===== config.mk =====
export PLATFORM = sky130hd
export DESIGN_NAME = mac_add_relu_fp32
export DESIGN_NICKNAME = d
export VERILOG_FILES = /design/src/rtl/mac_add_relu_fp32.sv
export SDC_FILE = /design/constraint.sdc
export NUM_CORES = 2
export LEC_CHECK = 0
export BUFFER_PORTS_ARGS = -buffer_cell sky130_fd_sc_hd__buf_4
export CORE_MARGIN = 1
export CORE_UTILIZATION = 45
export CTS_BUF_LIST = sky130_fd_sc_hd__clkbuf_16
export DETAILED_ROUTE_END_ITERATION = 10
export PLACE_DENSITY = 0.62
export SKIP_LAST_GASP = 1
export SYNTH_ARGS = -nofsm -noshare
export SYNTH_HDL_FRONTEND = slang
export SYNTH_SLANG_ARGS = --single-unit

===== constraint.sdc =====
create_clock -name clk -period 41.2 [get_ports clk]
set_input_delay 2.06 -clock clk [delete_from_list [all_inputs] [get_ports clk]]
set_output_delay 2.06 -clock clk [all_outputs]
set_load 0.01 [all_outputs]

===== src/rtl/mac_add_relu_fp32.sv =====
// Binary32 neuron datapath: accumulates w*x each clock, then adds bias and applies ReLU.
// Subnormals are treated as zero and every rounding step is round-to-nearest, ties-to-even.
module mac_add_relu_fp32 (
    input  logic        clk,
    input  logic        rst,
    input  logic [31:0] w,
    input  logic [31:0] x,
    input  logic [31:0] bias,
    output logic [31:0] acc_out,
    output logic [31:0] sum_out,
    output logic [31:0] out
);
    localparam logic [31:0] QNAN = 32'h7FC0_0000;

    function automatic logic [31:0] fp_mul(input logic [31:0] a, input logic [31:0] b);
        logic              s;
        logic [7:0]        ea, eb;
        logic [22:0]       fa, fb;
        logic              a_nan, b_nan, a_inf, b_inf, a_zero, b_zero;
        logic [47:0]       p;
        logic signed [9:0] e;
        logic [22:0]       frac;
        logic              g, st, up;
        logic [23:0]       m;
        logic [31:0]       r;

        s      = a[31] ^ b[31];
        ea     = a[30:23];
        eb     = b[30:23];
        fa     = a[22:0];
        fb     = b[22:0];
        a_nan  = (ea == 8'hFF) && (fa != 23'd0);
        b_nan  = (eb == 8'hFF) && (fb != 23'd0);
        a_inf  = (ea == 8'hFF) && (fa == 23'd0);
        b_inf  = (eb == 8'hFF) && (fb == 23'd0);
        a_zero = (ea == 8'd0);
        b_zero = (eb == 8'd0);

        p = {24'd0, 1'b1, fa} * {24'd0, 1'b1, fb};
        e = $signed({2'b00, ea}) + $signed({2'b00, eb}) - 10'sd127;

        // Product of two [1,2) significands lies in [1,4): at most one normalizing shift.
        if (p[47]) begin
            e    = e + 10'sd1;
            frac = p[46:24];
            g    = p[23];
            st   = |p[22:0];
        end else begin
            frac = p[45:23];
            g    = p[22];
            st   = |p[21:0];
        end

        up = g & (st | frac[0]);
        m  = {1'b0, frac} + {23'd0, up};
        if (m[23])
            e = e + 10'sd1;

        if (a_nan || b_nan || (a_inf && b_zero) || (b_inf && a_zero))
            r = QNAN;
        else if (a_inf || b_inf)
            r = {s, 8'hFF, 23'd0};
        else if (a_zero || b_zero)
            r = {s, 31'd0};
        else if (e >= 10'sd255)
            r = {s, 8'hFF, 23'd0};
        else if (e <= 10'sd0)
            r = 32'd0;
        else
            r = {s, e[7:0], m[22:0]};
        return r;
    endfunction

    function automatic logic [31:0] fp_add(input logic [31:0] a, input logic [31:0] b);
        logic [31:0]       big, sml;
        logic              a_nan, b_nan, a_inf, b_inf, a_zero, b_zero;
        logic              eff_sub;
        logic [7:0]        d;
        logic [5:0]        dc;
        logic [26:0]       mb_ext, ms_ext, al, n, diff;
        logic [53:0]       sh;
        logic [27:0]       sum;
        logic [4:0]        lz;
        logic signed [9:0] e;
        logic              g, st, up;
        logic [24:0]       m;
        logic [22:0]       frac;
        logic [31:0]       r;

        a_nan  = (a[30:23] == 8'hFF) && (a[22:0] != 23'd0);
        b_nan  = (b[30:23] == 8'hFF) && (b[22:0] != 23'd0);
        a_inf  = (a[30:23] == 8'hFF) && (a[22:0] == 23'd0);
        b_inf  = (b[30:23] == 8'hFF) && (b[22:0] == 23'd0);
        a_zero = (a[30:23] == 8'd0);
        b_zero = (b[30:23] == 8'd0);

        // Magnitude order of normals matches the unsigned order of their low 31 bits.
        if (a[30:0] >= b[30:0]) begin
            big = a;
            sml = b;
        end else begin
            big = b;
            sml = a;
        end
        eff_sub = a[31] ^ b[31];

        d      = big[30:23] - sml[30:23];
        dc     = (d > 8'd31) ? 6'd31 : d[5:0];
        mb_ext = {1'b1, big[22:0], 3'b000};
        ms_ext = {1'b1, sml[22:0], 3'b000};
        sh     = {ms_ext, 27'd0} >> dc;
        al     = {sh[53:28], sh[27] | (|sh[26:0])};

        e    = $signed({2'b00, big[30:23]});
        sum  = {1'b0, mb_ext} + {1'b0, al};
        diff = mb_ext - al;
        lz   = 5'd0;
        n    = 27'd0;

        if (!eff_sub) begin
            if (sum[27]) begin
                n = {sum[27:2], sum[1] | sum[0]};
                e = e + 10'sd1;
            end else begin
                n = sum[26:0];
            end
        end else begin
            for (int i = 0; i < 27; i++)
                if (diff[i])
                    lz = 5'(26 - i);
            n = diff << lz;
            e = e - $signed({5'd0, lz});
        end

        g  = n[2];
        st = n[1] | n[0];
        up = g & (st | n[3]);
        m  = {1'b0, n[26:3]} + {24'd0, up};
        if (m[24]) begin
            e    = e + 10'sd1;
            frac = m[23:1];
        end else begin
            frac = m[22:0];
        end

        if (a_nan || b_nan || (a_inf && b_inf && eff_sub))
            r = QNAN;
        else if (a_inf)
            r = a;
        else if (b_inf)
            r = b;
        else if (a_zero && b_zero)
            r = {a[31] & b[31], 31'd0};
        else if (a_zero)
            r = b;
        else if (b_zero)
            r = a;
        else if (eff_sub && (diff == 27'd0))
            r = 32'd0;
        else if (e >= 10'sd255)
            r = {big[31], 8'hFF, 23'd0};
        else if (e <= 10'sd0)
            r = 32'd0;
        else
            r = {big[31], e[7:0], frac};
        return r;
    endfunction

    logic [31:0] acc;
    logic [31:0] prod;
    logic [31:0] acc_next;

    always_comb begin
        prod     = fp_mul(w, x);
        acc_next = fp_add(acc, prod);
        sum_out  = fp_add(acc, bias);
        out      = sum_out[31] ? 32'd0 : sum_out;
    end

    always_ff @(posedge clk) begin
        if (rst)
            acc <= 32'd0;
        else
            acc <= acc_next;
    end

    assign acc_out = acc;

endmodule


==> summary.md <==
| Metric | Value |
|---|---|
| Worst path slowest cell | `nor2_1` |
| Multi-input gate area in the final layout | `42600 um^2` |
| Crit path max fanout | `35` |
| First-pass GRT wire length | `317000 um` |
| Most area-consuming cells after synthesis | `fa_1 20%, ha_1 9.7%, nand2_1 6.3%` |
| Placeable Area | `105000 um^2` |
| Maximum clock skew at final layout | `0.00407 ns` |
| Combined global-route utilization of all metal layers | `0.383` |
| Total number of H-tree levels | `2` |
| Number of DRC violations after detailed-routing iteration 0 | `6775` |
| Die span in x | `328 um` |
| Minimum period implied by the final worst setup slack | `28.78 ns` |
| Adder and majority gate portion of the synthesized area | `0.301` |
| RSZ-0062 raised after global routing | `false` |
| Largest register FFs | `32` |
| Clock buffer count from CTS | `5` |
| Final worst-path setup slack | `12.42 ns` |
| Largest family of logic cells by synthesized area | `adder cells` |
| Full die area | `108000 um^2` |
| Nature of the critical path startpoint | `input pin` |
| Nets in the synthesized netlist | `7664` |
| Run status | `completed` |
| Compound-cell area share of the yosys netlist | `0.257` |
| Max incr delay on CP | `0.84 ns` |
| Clock insertion delay at the later pin of the skew report | `0.28 ns` |
| Number of flip-flops and latches in the synthesized netlist | `32` |
| Aggregate global routing overflow | `0` |
| Number of distinct library cells after synthesis | `135` |
| Data arrival time at the worst-slack endpoint | `28.95 ns` |
| Worst-Margin Slew | `1.26 ns` |
| Syn Area/Cell | `7.13 um^2` |
| Max Fclk | `34.8 MHz` |
| Final antenna-violating net count | `0` |
| Total number of vias | `52400` |
| Critical path data required time | `41.38 ns` |
| # rows | `119` |
| Sequential Area | `641 um^2` |
| Routed via count divided by cell count | `6.53` |
| End-of-flow core utilization | `0.479` |
| Final Setup Violations | `0` |
| Final number of hold-violating endpoints | `0` |
| CTS resizes | `0` |
| Area fraction of the dominant cell type after synthesis | `0.204` |
| Buffer type at the clock tree root | `clkbuf_16` |
| Final hold slack | `0.700 ns` |
| Register area share after synthesis | `0.0134` |
| Number of inserted filler cells in the final layout | `11000` |
| R2R Setup Slk | `24.56 ns` |
| Layout overhead on the synthesized area | `5.36%` |
| Post-place setup slack | `13.02 ns` |
| Most frequently used flop master after synthesis | `dfxtp_1` |
| Max transition margin | `0.154` |
| Buffers added on ports | `192` |
| HPWL reported at the end of detailed placement | `171000 um` |
| Worst Hold Class | `register to register` |
| Clock net sink count | `32` |
| Count of flip-flops with a built-in enable after synthesis | `0` |
| CTS Hold Buffers Added | `0` |
| Slew Limit Fails | `0` |
| Total Wirelength | `211000 um` |
| Top cell types by occurrence after synthesis | `799 x nand2_1, 787 x inv_1, 570 x nor2_1` |
| Start-to-end type of the worst setup path | `input pin to register` |
| Library cell with the highest instance count after synthesis | `nand2_1` |
| Number of antenna violations at the first check in global routing | `3` |
| Top-level I/O count | `194` |
| Remaining routing DRC violations | `0` |
| Largest net degree at the start of global routing | `78` |
| Overall die height | `328 um` |
| Synthesized instance count | `6707` |
| Total iterations of the first detailed-routing run | `9` |
| Routed len/inst | `26.2 um` |
| Maximum clock insertion buffer count | `2` |
| Worst path top cell family by delay | `simple AND/OR/NAND/NOR gates` |
| Net count, final | `7592` |
| Via count of the first global-routing pass | `50100` |
| Cell type with the highest aggregate area in the netlist | `fa_1` |
| Kind of end point of the critical path | `register` |
| Effective utilization at floorplan | `0.454` |
| Synthesized area | `47800 um^2` |
| Weighted congestion at the end of routability-driven global placement | `1.08` |
| Fraction of synthesized area in multiplexers | `0.0321` |
| Syn. warnings | `0` |
| Post-synthesis xor/xnor area fraction | `0.0433` |
| Post-route setup TNS | `0 ns` |
| Buffer count from post-CTS setup fixing | `0` |
| Post-CTS clock slew at the launch and capture registers of the worst setup and hold paths | `0.05 ns` |
| CTS tree | `done` |
| Fraction of layout instances using a drive strength above 1 | `0.0826` |
| Synthesized-area fraction occupied by and/or/nand/nor cells | `0.255` |
| Final clock period utilization by the worst path | `0.698` |
| Buffers plus inverters on the worst setup path | `12` |
| Max-cap violation count | `0` |
| Fraction of registers with async set or reset after synthesis | `0` |
==> metrics by stage <==
| step | instances | cell area [um^2] |
|---|---|---|
| finish | 8028 | 50400 |
| global route | 8027 | 50400 |
| CTS | 8027 | 50400 |
| detailed placement | 8019 | 50200 |
| global placement | 8019 | 50200 |
| floorplan | 6707 | 47800 |
==> layer usage <==
layer / share of wire / routed length [um] / vias to the layer above / track usage
met5: 0.000095 / 20 / - / 0
li1: - / - / 23300 / -
met1: 0.42 / 87700 / 25500 / 0.526
met2: 0.43 / 90700 / 3082 / 0.587
met4: 0.049 / 10200 / 4 / 0.150
met3: 0.10 / 22000 / 564 / 0.0786
==> placed cells by master, fill, tap and decap left out, drive strengths merged, types with 208 or more instances in the layout <==
cell / n
inv: 793
nand2: 801
and2: 300
nor2: 576
buf: 299
fa: 487
o21ai: 324
ha: 372
a21oi: 401
nor3: 208
==> final timing paths <==
| path | cells after the start | startpoint | end |
|---|---|---|---|
| setup / recovery | 88 | x[12] | acc_out[17]$_SDFFE_PP0P_ |
| hold / removal | 3 | acc_out[7]$_SDFFE_PP0P_ | acc_out[7]$_SDFFE_PP0P_ |
| setup reg to reg | 60 | acc_out[1]$_SDFFE_PP0P_ | acc_out[17]$_SDFFE_PP0P_ |
| hold reg to reg | 3 | acc_out[7]$_SDFFE_PP0P_ | acc_out[7]$_SDFFE_PP0P_ |
==> cells by family after synthesis <==
family,Yosys count
adders and majority gates,859
and+or+nand+nor,2521
DFF,32
other,1
buffers and inverters,1176
xor gates and xnor gates,234
muxes,141
AOI/OAI and AO/OA,1743
==> worst reg2reg max path: cells and delay by family, from the launching register on <==
| kind | cells | cell delay (ns) |
|---|---|---|
| xor gates and xnor gates | 1 | 0.23 |
| DFF | 1 | 0.40 |
| and+or+nand+nor | 19 | 5.77 |
| AOI/OAI and AO/OA | 30 | 7.06 |
| buffers and inverters | 4 | 1.38 |
| adders and majority gates | 4 | 1.20 |
| muxes | 2 | 0.50 |
==> layout make-up <==
class,count,area share
Sequential cell,32,0.0127
Clock inverter,3,0.000745
Multi-Input combinational cell,5499,0.845
Timing Repair Buffer,299,0.0445
Antenna cell,1,0.0000497
Tap cell,1391,0.0345
Clock buffer,5,0.00248
Inverter,798,0.0595
Power is not shown: default switching activity piles up to over one toggle a cycle in this logic, so the estimate is an artifact.
